[src/rtl/lights_speed_ctrl.sv]
// Front-panel controller for the external light sequencer.
// Conditions three raw pushbuttons (synchronize, debounce, rising-edge pulse),
// runs the STOP/SLOW/MED/FAST/HOLD speed state machine with optional timed
// auto-stepping, and drives registered one-hot speed selects plus run enable.
//
// Ports:
//   clk        system clock
//   reset      synchronous, active-high reset
//   btn_next   raw pushbutton, asynchronous, active-high: advance speed
//   btn_pause  raw pushbutton, asynchronous, active-high: hold / resume
//   btn_stop   raw pushbutton, asynchronous, active-high: stop
//   auto_en    quasi-static level enabling timed auto-stepping
//   speed1     slow select to the clock divider
//   speed2     medium select
//   speed3     fast select
//   run        high while lights are advancing
//   mode       current state code (STOP=0 SLOW=1 MED=2 FAST=3 HOLD=4)
module lights_speed_ctrl #(
  parameter int unsigned DEBOUNCE_CYCLES = 500000,
  parameter int unsigned AUTO_CYCLES     = 250000000
) (
  input  logic       clk,
  input  logic       reset,
  input  logic       btn_next,
  input  logic       btn_pause,
  input  logic       btn_stop,
  input  logic       auto_en,
  output logic       speed1,
  output logic       speed2,
  output logic       speed3,
  output logic       run,
  output logic [2:0] mode
);

  localparam int unsigned DEB_W  = (DEBOUNCE_CYCLES > 1) ? $clog2(DEBOUNCE_CYCLES) : 1;
  localparam int unsigned AUTO_W = (AUTO_CYCLES > 1) ? $clog2(AUTO_CYCLES) : 1;
  localparam logic [DEB_W-1:0]  DEB_LAST  = DEB_W'(DEBOUNCE_CYCLES - 1);
  localparam logic [AUTO_W-1:0] AUTO_LAST = AUTO_W'(AUTO_CYCLES - 1);

  // Button index: 0 = next, 1 = pause, 2 = stop
  localparam int unsigned BTN_NEXT  = 0;
  localparam int unsigned BTN_PAUSE = 1;
  localparam int unsigned BTN_STOP  = 2;

  typedef enum logic [2:0] {
    ST_STOP = 3'd0,
    ST_SLOW = 3'd1,
    ST_MED  = 3'd2,
    ST_FAST = 3'd3,
    ST_HOLD = 3'd4
  } state_t;

  logic [2:0] btn_raw;
  logic [2:0] press;

  assign btn_raw = {btn_stop, btn_pause, btn_next};

  // Per-button conditioning: 2-flop sync, stable-count debounce, rising-edge pulse
  for (genvar g = 0; g < 3; g++) begin : g_btn
    logic             sync1;
    logic             sync2;
    logic             deb;
    logic             deb_d;
    logic [DEB_W-1:0] cnt;

    always_ff @(posedge clk) begin
      if (reset) begin
        sync1 <= 1'b0;
        sync2 <= 1'b0;
        deb   <= 1'b0;
        deb_d <= 1'b0;
        cnt   <= '0;
      end else begin
        sync1 <= btn_raw[g];
        sync2 <= sync1;
        deb_d <= deb;
        // Any cycle agreeing with the accepted level restarts the stability count
        if (sync2 == deb) begin
          cnt <= '0;
        end else if (cnt == DEB_LAST) begin
          cnt <= '0;
          deb <= sync2;
        end else begin
          cnt <= cnt + DEB_W'(1);
        end
      end
    end

    assign press[g] = deb & ~deb_d;
  end

  state_t            state;
  state_t            state_nx;
  state_t            saved;
  state_t            saved_nx;
  logic              auto_s1;
  logic              auto_s2;
  logic [AUTO_W-1:0] auto_cnt;
  logic              active;
  logic              auto_tick;
  logic              step;

  // Next-state logic: stop beats pause beats step; losers in a cycle are dropped
  always_comb begin
    state_nx  = state;
    saved_nx  = saved;
    active    = (state == ST_SLOW) || (state == ST_MED) || (state == ST_FAST);
    auto_tick = auto_s2 && active && (auto_cnt == AUTO_LAST);
    step      = press[BTN_NEXT] | auto_tick;

    if (press[BTN_STOP]) begin
      state_nx = ST_STOP;
    end else if (press[BTN_PAUSE]) begin
      if (active) begin
        state_nx = ST_HOLD;
        saved_nx = state;
      end else if (state == ST_HOLD) begin
        state_nx = saved;
      end
    end else if (step) begin
      case (state)
        ST_STOP: state_nx = ST_SLOW;
        ST_SLOW: state_nx = ST_MED;
        ST_MED:  state_nx = ST_FAST;
        ST_FAST: state_nx = ST_SLOW;
        default: state_nx = state;
      endcase
    end
  end

  // State register with outputs decoded from next state so they align with it
  always_ff @(posedge clk) begin
    if (reset) begin
      state  <= ST_STOP;
      saved  <= ST_SLOW;
      speed1 <= 1'b0;
      speed2 <= 1'b0;
      speed3 <= 1'b0;
      run    <= 1'b0;
      mode   <= 3'd0;
    end else begin
      state  <= state_nx;
      saved  <= saved_nx;
      speed1 <= (state_nx == ST_SLOW);
      speed2 <= (state_nx == ST_MED);
      speed3 <= (state_nx == ST_FAST);
      run    <= (state_nx == ST_SLOW) || (state_nx == ST_MED) || (state_nx == ST_FAST);
      mode   <= state_nx;
    end
  end

  // Auto-step dwell timer; any state change restarts the full dwell
  always_ff @(posedge clk) begin
    if (reset) begin
      auto_s1  <= 1'b0;
      auto_s2  <= 1'b0;
      auto_cnt <= '0;
    end else begin
      auto_s1 <= auto_en;
      auto_s2 <= auto_s1;
      if (!auto_s2 || !active || auto_tick || (state_nx != state)) begin
        auto_cnt <= '0;
      end else begin
        auto_cnt <= auto_cnt + AUTO_W'(1);
      end
    end
  end

endmodule

[config.mk]
export PLATFORM = sky130hd
export DESIGN_NAME = lights_speed_ctrl
export DESIGN_NICKNAME = d
export VERILOG_FILES = /design/src/rtl/lights_speed_ctrl.sv
export SDC_FILE = /design/constraint.sdc
export NUM_CORES = 1
export LEC_CHECK = 0
export ABC_AREA = 1
export BUFFER_PORTS_ARGS = -buffer_cell sky130_fd_sc_hd__buf_2
export CAP_MARGIN = 20
export CORE_AREA = 2 2 100 102
export CTS_CLUSTER_DIAMETER = 30
export DETAILED_ROUTE_END_ITERATION = 10
export DIE_AREA = 0 0 102 104
export HOLD_SLACK_MARGIN = 0.06
export PLACE_DENSITY = 0.68
export SLEW_MARGIN = 20
export SYNTH_ARGS = -nofsm -noshare
export SYNTH_HDL_FRONTEND = slang
export SYNTH_SLANG_ARGS = --single-unit
[constraint.sdc]
create_clock -name clk -period 3.7 [get_ports clk]
set_clock_uncertainty 0.05 [all_clocks]
set_input_delay 0.37 -clock clk [delete_from_list [all_inputs] [get_ports clk]]
set_output_delay 0.37 -clock clk [all_outputs]
set_load 0.02 [all_outputs]
==> results.py <==
metrics = {
    "synthesis": {
        "synth.avg_cell_area_um2": 7.60,
        "ys_ff_latch": 109,
        "synth_top_family_by_area": "simple AND/OR/NAND/NOR gates",
        "syn-num-nets": 686,
        "synth-edff-count": 0,
        "synth_top_area_frac": 0.425,
        "yosysSeqAreaShare": 0.425,
        "synth_flop_cell": "dfxtp_1",
        "ys_async_sr_fraction": 0,
        "syn_area_um2": 5140,
        "synth_xor_area_frac": 0.0818,
        "yosysTopAreaCell": "dfxtp_1",
        "synth_warnings": 0,
        "ys_types": 34,
        "synthSimpleGateAreaFrac": 0.351,
        "synthCells": 676,
        "yosys-top-cells-area": "dfxtp_1 (42%), nand2_1 (7.9%), inv_1 (7.3%)",
        "synth.area.mux_share": 0,
        "synth_compound_area_frac": 0.0445,
        "synth_fa_ha_area_frac": 0.00974,
    },
    "clocking": {
        "cts_max_level": 3,
        "cts-resized-gates": 0,
        "cts_tree": "yes",
        "worstSkewPairLatency_ns": 0.38,
        "path_clk_slew_ns": 0.11,
        "clock_path_buffers": 2,
        "postCtsHoldBufs": 0,
        "cts_setup_buffers": 0,
        "numCtsBuffers": 9,
        "clock_sinks": 109,
        "clockRootBuffer": "clkbuf_8",
    },
    "setup_path": {
        "cp_top_family": "simple AND/OR/NAND/NOR gates",
        "start_kind": "flop",
        "path_class": "reg -> reg",
        "path_cells": "ha_1, inv_1, nor2_1, nand3_1, nor2_2, nand3_2, nand3_1, nand3_2, nand3_1, nand3_4, nor3_1",
        "cp_max_fo": 28,
        "critPathBufInv": 1,
        "path_common_cell": "nand3_1",
        "cp.arrival_ns": 2.52,
        "slowest_delay_ns": 0.43,
        "crit_required_ns": 3.95,
        "critical_path.endpoint_type": "flop",
        "slowest_stage": "dfxtp_1",
    },
    "route": {
        "antenna_left": 0,
        "detail_route.wl_per_cell_um": 11.3,
        "vias": 4120,
        "drt_first_pass_iters": 4,
        "wl_mm": 9.32,
        "drc": 0,
        "drt-initial-drc-count": 101,
        "routed_via_density": 4.98,
    },
    "hold_path": {
        "hp-class": "in -> reg",
    },
    "sta": {
        "tightest_slew_ns": 0.514,
        "hold_viol_final": 0,
        "setup_viol": 0,
        "slew_headroom": 0.657,
        "post-route-period-util": 0.613,
        "fmax_ghz": 0.441,
        "timing.final.crit_period_ns": 2.27,
        "fin_setup_tns_ns": 0,
        "final_max_slew_viol_count": 0,
        "rsz0062_at_grt": "no",
    },
    "power_and_ir_drop": {
        "p_leak_uw": 0.00189,
        "pwr-share-clk": 0.383,
        "power_density_nw_per_um2": 353,
        "combPwrFrac": 0.010,
        "p_int_uw": 1510,
        "p_sw_uw": 437,
        "vdd_drop_max_v": 0.000330,
        "switching_share": 0.225,
        "pwr-share-seq": 0.607,
    },
    "floorplanning": {
        "num_rows": 36,
        "start_util": 0.538,
        "core_region_area_um2": 9550,
        "die_area_um2": 10600,
        "dieHeight_um": 104,
        "dieWidth_um": 102,
        "ioPinCount": 13,
    },
    "final_layout": {
        "nNetsFinal": 700,
        "num_antenna_cells": 0,
        "final_common_cell": "dfxtp_1",
        "area_growth_pct": 7.23,
        "final_layout_size_suffix_gt1_frac": 0.122,
        "mostFrequentLayoutCells": "dfxtp_1 (109), nand2_1 (108), inv_1 (100)",
        "instances_no_fill": 828,
    },
    "global_route": {
        "grt_max_degree": 29,
        "grt.total_usage": 0.191,
        "antenna_found_initial": 0,
        "grt_pass1_wl_mm": 16.6,
        "grt_pass1_vias": 3914,
        "overflow": 0,
    },
    "run_status": {
        "status": "completed",
    },
    "place": {
        "dp_cells": 812,
        "gp_congestion": 0.835,
        "dp_hpwl_mm": 6.83,
        "io_buffers": 12,
    },
    "flow_run": {
        "cap_violations": 0,
    },
}
registers in the layout, summed over array words and instances (netlist names), 3 cells and up:
name / flops
g_btn.deb: 3
auto_cnt: 28
g_btn.cnt: 57
state: 3
saved: 3
g_btn.sync2: 3
g_btn.deb_d: 3
g_btn.sync1: 3
worst paths after layout:
path | startpoint | end | slack, ns | cells past startpoint
max | auto_cnt[0] | auto_cnt[9] | 1.43 | 11
min | btn_next | g_btn[0].sync1 | 0.14 | 3
max reg2reg | auto_cnt[0] | auto_cnt[9] | 1.43 | 11
min reg2reg | g_btn[1].sync1 | g_btn[1].sync2 | 0.35 | 2
metal layers:
| layer | vias up | GRT usage | part of all wire |
|---|---|---|---|
| met5 | - | 0 | 0 |
| met4 | 0 | 0.0629 | 0.017 |
| met3 | 18 | 0.0618 | 0.040 |
| met2 | 60 | 0.307 | 0.47 |
| met1 | 1868 | 0.242 | 0.47 |
| li1 | 2174 | - | - |
layout make-up:
type | instances | area [um^2]
Clock buffer | 9 | 124
Clock inverter | 7 | 82.6
Fill cell | 927 | 4040
Inverter | 103 | 387
Multi-Input combinational cell | 454 | 2500
Sequential cell | 109 | 2180
Tap cell | 133 | 166
Timing Repair Buffer | 13 | 67.6
worst min-delay path: cells and delay by family:
kind	cells	cell delay, ns
buffers and inverters	2	0.14
and+or+nand+nor	1	0.03
through the flow:
step	hold slack [ns]	area [um^2]	setup WS, ns	utilization	power, uW
after floorplan	0.338	5140	1.86	-	1220
after global placement	0.341	5310	1.59	0.556	1230
after detailed placement	0.346	5310	1.45	0.556	1230
after CTS	0.111	5510	1.42	0.577	1980
after global routing	0.132	5510	1.15	0.577	2020
final	0.136	5510	1.43	0.577	1940
power groups by stage:
stage | registers (uW) | logic (uW) | clock network, uW
finish | 1180 | 20.0 | 744
global route | 1180 | 23.8 | 820
CTS | 1180 | 20.4 | 778
detailed placement | 1210 | 20.3 | 0
global placement | 1210 | 19.5 | 0
floorplan | 1210 | 13.8 | 0
synth_stat cells, types with 4 or more instances:
| cell type | number |
|---|---|
| nand2_1 | 108 |
| nand3_2 | 5 |
| ha_1 | 4 |
| nor3_2 | 26 |
| nand4_1 | 17 |
| buf_6 | 4 |
| nor4_1 | 8 |
| nor2_1 | 97 |
| inv_1 | 100 |
| nand3_1 | 31 |
| nand2_2 | 8 |
| a21oi_1 | 24 |
| nor3_1 | 35 |
| xor2_1 | 36 |
| o21ai_0 | 11 |
| nor2_2 | 7 |
| clkbuf_1 | 5 |
| dfxtp_1 | 109 |
| xnor2_1 | 12 |
| nor3b_1 | 8 |
cell families after synthesis:
| group | after synthesis |
|---|---|
| simple gates | 359 |
| buf+inv | 113 |
| flops | 109 |
| xor+xnor | 48 |
| compound gates | 43 |
| fa+ha+maj | 4 |
Note: power is estimated with default switching activity, not from simulation.
